==> config.mk <==
export PLATFORM = sky130hd
export DESIGN_NAME = status_link_arbiter
export DESIGN_NICKNAME = d
export VERILOG_FILES = /design/src/rtl/status_link_arbiter.sv
export SDC_FILE = /design/constraint.sdc
export NUM_CORES = 1
export LEC_CHECK = 0
export CAP_MARGIN = 5
export CORE_UTILIZATION = 48
export CTS_CLUSTER_DIAMETER = 200
export DETAILED_ROUTE_END_ITERATION = 10
export PLACE_DENSITY = 0.77
export SLEW_MARGIN = 40
export SYNTH_ARGS = -nofsm -noshare
export SYNTH_HDL_FRONTEND = slang
export SYNTH_SLANG_ARGS = --single-unit
==> constraint.sdc <==
create_clock -name CLK -period 1.74 [get_ports CLK]
set_input_delay 0.261 -clock CLK [delete_from_list [all_inputs] [get_ports CLK]]
set_output_delay 0.261 -clock CLK [all_outputs]
set_load 0.01 [all_outputs]
==> src/rtl/status_link_arbiter.sv <==
// status_link_arbiter: shares one serial status link between N_REQ message
// sources. Requester 0 (alarms) has absolute priority and the remaining
// requesters share the link round-robin. Each winning payload is framed with
// its source ID, shifted out MSB-first and followed by a standby gap.
module status_link_arbiter #(
  parameter int N_REQ = 3,
  parameter int MSG_W = 4,
  parameter int ID_W  = 2,
  parameter int SB    = 3
) (
  input  logic                   CLK,
  input  logic                   RST,
  input  logic [N_REQ-1:0]       REQ,
  input  logic [N_REQ*MSG_W-1:0] MSG,
  output logic [N_REQ-1:0]       GNT,
  output logic                   BUSY,
  output logic                   STATUS_SEND,
  output logic                   STATUS_OUT,
  output logic                   FRAME_DONE
);

  localparam int F  = ID_W + MSG_W;
  localparam int CW = $clog2(F);
  localparam int GW = (SB < 2) ? 1 : $clog2(SB + 1);

  typedef enum logic [1:0] {IDLE, SHIFT, GAP} state_e;

  state_e            state_q, state_d;
  logic [ID_W-1:0]   ptr_q, ptr_d;
  logic [CW-1:0]     cnt_q, cnt_d;
  logic [GW-1:0]     gap_q, gap_d;
  logic [F-1:0]      sh_q, sh_d;
  logic [N_REQ-1:0]  gnt_q, gnt_d;
  logic              busy_q, busy_d;
  logic              send_q, send_d;
  logic              out_q, out_d;
  logic              done_q, done_d;

  logic              win_valid;
  logic [ID_W-1:0]   win_idx;
  logic [MSG_W-1:0]  msg_slice [N_REQ];

  // Unpack the flat payload bus into one slice per requester.
  for (genvar gi = 0; gi < N_REQ; gi++) begin : g_slice
    assign msg_slice[gi] = MSG[gi*MSG_W +: MSG_W];
  end

  // Winner selection: requester 0 first, otherwise the first set request
  // found walking 1..N_REQ-1 from the pointer with wrap-around.
  always_comb begin
    win_valid = 1'b0;
    win_idx   = '0;
    if (REQ[0]) begin
      win_valid = 1'b1;
    end else begin
      for (int k = 0; k < N_REQ - 1; k++) begin
        if (!win_valid && REQ[((int'(ptr_q) - 1 + k) % (N_REQ - 1)) + 1]) begin
          win_valid = 1'b1;
          win_idx   = ID_W'(((int'(ptr_q) - 1 + k) % (N_REQ - 1)) + 1);
        end
      end
    end
  end

  // Next-state logic for the IDLE -> SHIFT -> (GAP) -> IDLE frame sequence.
  always_comb begin
    state_d = state_q;
    ptr_d   = ptr_q;
    cnt_d   = cnt_q;
    gap_d   = gap_q;
    sh_d    = sh_q;
    gnt_d   = '0;
    busy_d  = busy_q;
    send_d  = send_q;
    out_d   = out_q;
    done_d  = 1'b0;
    case (state_q)
      IDLE: begin
        busy_d = 1'b0;
        send_d = 1'b0;
        out_d  = 1'b0;
        if (win_valid) begin
          // The payload is captured here; later MSG changes cannot leak in.
          gnt_d   = N_REQ'(1) << win_idx;
          sh_d    = {win_idx, msg_slice[win_idx]};
          send_d  = 1'b1;
          out_d   = win_idx[ID_W-1];
          busy_d  = 1'b1;
          cnt_d   = '0;
          state_d = SHIFT;
          // Alarm wins leave the round-robin position of the others alone.
          if (win_idx != '0) begin
            if (win_idx == ID_W'(N_REQ - 1)) ptr_d = ID_W'(1);
            else                             ptr_d = win_idx + 1'b1;
          end
        end
      end
      SHIFT: begin
        if (cnt_q == CW'(F - 1)) begin
          send_d = 1'b0;
          out_d  = 1'b0;
          done_d = 1'b1;
          if (SB > 0) begin
            // The FRAME_DONE cycle already counts as the first gap cycle.
            gap_d   = GW'(1);
            state_d = GAP;
          end else begin
            busy_d  = 1'b0;
            state_d = IDLE;
          end
        end else begin
          cnt_d = cnt_q + 1'b1;
          sh_d  = sh_q << 1;
          out_d = sh_q[F-2];
        end
      end
      GAP: begin
        if (gap_q >= GW'(SB)) begin
          busy_d  = 1'b0;
          state_d = IDLE;
        end else begin
          gap_d = gap_q + 1'b1;
        end
      end
      default: begin
        state_d = IDLE;
        busy_d  = 1'b0;
        send_d  = 1'b0;
        out_d   = 1'b0;
      end
    endcase
  end

  // State and registered outputs; reset aborts any frame in flight.
  always_ff @(posedge CLK or negedge RST) begin
    if (!RST) begin
      state_q <= IDLE;
      ptr_q   <= ID_W'(1);
      cnt_q   <= '0;
      gap_q   <= '0;
      sh_q    <= '0;
      gnt_q   <= '0;
      busy_q  <= 1'b0;
      send_q  <= 1'b0;
      out_q   <= 1'b0;
      done_q  <= 1'b0;
    end else begin
      state_q <= state_d;
      ptr_q   <= ptr_d;
      cnt_q   <= cnt_d;
      gap_q   <= gap_d;
      sh_q    <= sh_d;
      gnt_q   <= gnt_d;
      busy_q  <= busy_d;
      send_q  <= send_d;
      out_q   <= out_d;
      done_q  <= done_d;
    end
  end

  assign GNT         = gnt_q;
  assign BUSY        = busy_q;
  assign STATUS_SEND = send_q;
  assign STATUS_OUT  = out_q;
  assign FRAME_DONE  = done_q;

endmodule

==> results.cfg <==
[pwr]
power.leakage_nw = 0.6511
clockPowerShare_pct = 10.6
power.net_switching_uw = 846.1
power.internal_mw = 1.355
irDropWorstVdd_mv = 0.8338
pwr-share-comb_pct = 51.0
p_seq_share_pct = 38.4
pwr_density_cell_nw_per_um2 = 1535
fin_total_pwr_mw = 2.201
power_switching_share_pct = 38.44

[yosys]
seq_area_frac_synth_pct = 49.76
synthesis_warnings = 0
yosys_register_bits = 21
postSynth.asyncResetShare_pct = 100.0
synth_mux_area_share_pct = 4.255
main_combinational_cell_family_by_area_after_synthesis = compound AO/OA/AOI/OAI gates
ys_types = 30
synth-compound-area-share_pct = 22.46
synth_net_count = 124
synth_fa_ha_area_share_pct = 3.546
syn_area_per_cell_um2 = 10.18
dominantRegCellSynth = sky130_fd_sc_hd__dfrtp_1
number_of_synthesized_flops_with_an_enable_pin = 0
synth_cells = 104
mappedNetlistArea_um2 = 1059
synth_simple_gate_area_share_pct = 15.72
synthXorXnorAreaFrac_pct = 0.8274

[floorplanning]
dieWidth_um = 48.96
total_number_of_placement_rows = 16
core_area_um2 = 2022
die_h_um = 48.96
die_area_um2 = 2397
start_util_pct = 52.35
io_pins = 24

[hold_path]
min-delay-path-class = input pin to async pin

[timing]
rsz0062_at_grt = no
layout_worst_path_cycle_share_pct = 96.58
report.final.slew_viol_count = 0
worst_slew_margin_rel_pct = 77.86
worst_pin_slew_ns = 0.3309
final_hold_viol_count = 0
layout_min_cycle_time_ns = 1.681
setup_violations = 0
finalClockSkew_ns = 0.01237
peak_freq_mhz = 595.0
worst_hold_slack_ns = 0.2875

[global_route]
grt_pass1_wl_mm = 3.615
track_usage_pct = 19.68
antenna_found_initial = 0
grt_max_degree = 22
overflow = 0
vias_in_the_first_global_route = 843

[layout]
number_of_diodes_added_for_antenna_fixing = 0
layout_commonest_cell = sky130_fd_sc_hd__clkdlybuf4s50_1
finalNonFillerCells = 167
n_fill_cell = 157
drive_gt1_share_pct = 18.57
design.final.nets = 161
most-common-layout-cells = 23 x sky130_fd_sc_hd__clkdlybuf4s50_1, 20 x sky130_fd_sc_hd__dfrtp_1, 15 x sky130_fd_sc_hd__nor2_1
area_growth_pct = 35.46

[setup_path]
cp_data_arrival_time_ns = 1.87
timing.critical_path.required_ns = 1.93
timing.critical_path.fanout_max = 4
critPathCaptureType = register
critical_path_class = register to register
worstSetupStartpointType = register

[route]
avgViaCountPerCell = 5.180
wl_mm = 2.025
drtIter0Drc = 6
routed_wire_length_per_instance_um = 12.13
drt_first_pass_iters = 4
via_count = 865
postRouteAntennaNets = 0
drcViolationCount = 0

[clock_network]
cts_tree = yes
clock_path_buffers = 2
clockRootBuffer = sky130_fd_sc_hd__clkbuf_4
h-tree-depth = 1
cts_made_buffers = 3
worst_skew_pair.late_latency_ns = 0.30
cts.sinks = 21
clkTransAtPathRegs_ns = 0.12
hold_buffers = 0

[placed_design]
placement.io_buffers = 23
gp_congestion = 0.8142
detailed_place_hpwl_mm = 1.622
placed_cells = 162

[run_status]
outcome = completed

[flow_run]
drv.max_cap_violation_count = 0
==> power by group through the flow <==
stage	registers, mW	logic, mW	clock network, mW
finish	0.845	1.12	0.233
global route	0.868	1.25	0.257
CTS	0.844	1.11	0.239
detailed placement	0.853	1.10	0
global placement	0.844	1.07	0
floorplan	0.844	0.700	0
==> metrics by stage <==
stage          setup slack [ns]  util [%]  instance area, µm²  TNS (ns)
6_report                0.05945     70.92                1434         0
5_1_grt                0.004828     70.92                1434         0
4_1_cts                 0.02774     70.30                1421         0
3_5_place_dp            -0.1011     68.81                1391   -0.3334
3_3_place_gp           -0.06108     68.81                1391   -0.1934
2_1_floorplan            0.1308         -                1059         0
==> cell usage after synthesis, types with 3 or more instances <==
library cell	number	area, µm²
sky130_fd_sc_hd__mux2_4	3	45.04
sky130_fd_sc_hd__a21oi_1	11	55.05
sky130_fd_sc_hd__nor2b_1	4	25.02
sky130_fd_sc_hd__nand2_1	6	22.52
sky130_fd_sc_hd__ha_1	3	37.54
sky130_fd_sc_hd__o21ai_0	5	25.02
sky130_fd_sc_hd__inv_1	6	22.52
sky130_fd_sc_hd__and3_1	3	18.77
sky130_fd_sc_hd__dfrtp_1	20	500.5
sky130_fd_sc_hd__a221oi_2	3	45.04
sky130_fd_sc_hd__nor2_1	15	56.30
==> worst paths after layout <==
check / from / end / slack [ns] / cells past startpoint
worst max-delay path: ptr_q[0] / sh_q[3] / 0.06 / 5
worst min-delay path: RST / state_q[0] / 0.29 / 2
worst max register to register: ptr_q[0] / sh_q[3] / 0.06 / 5
worst min register to register: ptr_q[1] / ptr_q[1] / 0.53 / 1
max in group asynchronous: RST / ptr_q[0] / 1.19 / 2
min in group CLK: ptr_q[1] / ptr_q[1] / 0.53 / 1
==> what timing repair did <==
action / CTS / global route
pin swaps: 0 / 6
gates cloned: 0 / 0
resized for setup: 1 / 1
buffers inserted: 0 / 1
endpoints found under the setup margin: 1 / 6
==> flip-flops by register name, summed over array words and instances (netlist names) <==
signal and flops:
FRAME_DONE 1, BUSY 1, state_q 2, cnt_q 3, ptr_q 2, gap_q 2, STATUS_SEND 1, STATUS_OUT 1
sh_q 5, GNT 3
==> per-layer routing <==
metal / part of all wire, % / wire length (µm) / track usage [%]
met2: 49 / 997 / 33.80
met3: 3.2 / 65 / 2.804
met4: 0.79 / 16 / 5.882
met5: 0 / 0 / 0
met1: 47 / 946 / 25.66
==> worst max-delay path, stage by stage, from the launching register on <==
cell and delay, ns:
sky130_fd_sc_hd__dfstp_2 0.58, sky130_fd_sc_hd__nor2b_4 0.15, sky130_fd_sc_hd__o211a_4 0.21, sky130_fd_sc_hd__mux2_4 0.30, sky130_fd_sc_hd__a221oi_2 0.22, sky130_fd_sc_hd__a21oi_1 0.10
==> layout make-up <==
| class | count | area (µm²) | area share [%] |
|---|---|---|---|
| flip-flops and latches | 21 | 526.8 | 36.74 |
| multi-input cells | 74 | 503.0 | 35.08 |
| repair buffers | 35 | 320.3 | 22.34 |
| well taps | 27 | 33.78 | 2.356 |
| clock buffers | 3 | 22.52 | 1.571 |
| inverters | 6 | 22.52 | 1.571 |
| clock inverters | 1 | 5.005 | 0.3490 |
==> cells by family (layout without fill, tap and decap cells) <==
logic type               after synthesis  after routing
XOR/XNOR                               1              1
multiplexers                           3              3
AO/OA/AOI/OAI                         32             32
adder cells (fa/ha/maj)                3              3
buffers and inverters                  9             45
AND/OR/NAND/NOR                       35             35
flip-flops                            21             21
No activity file was read; power rests on OpenSTA's default activity.
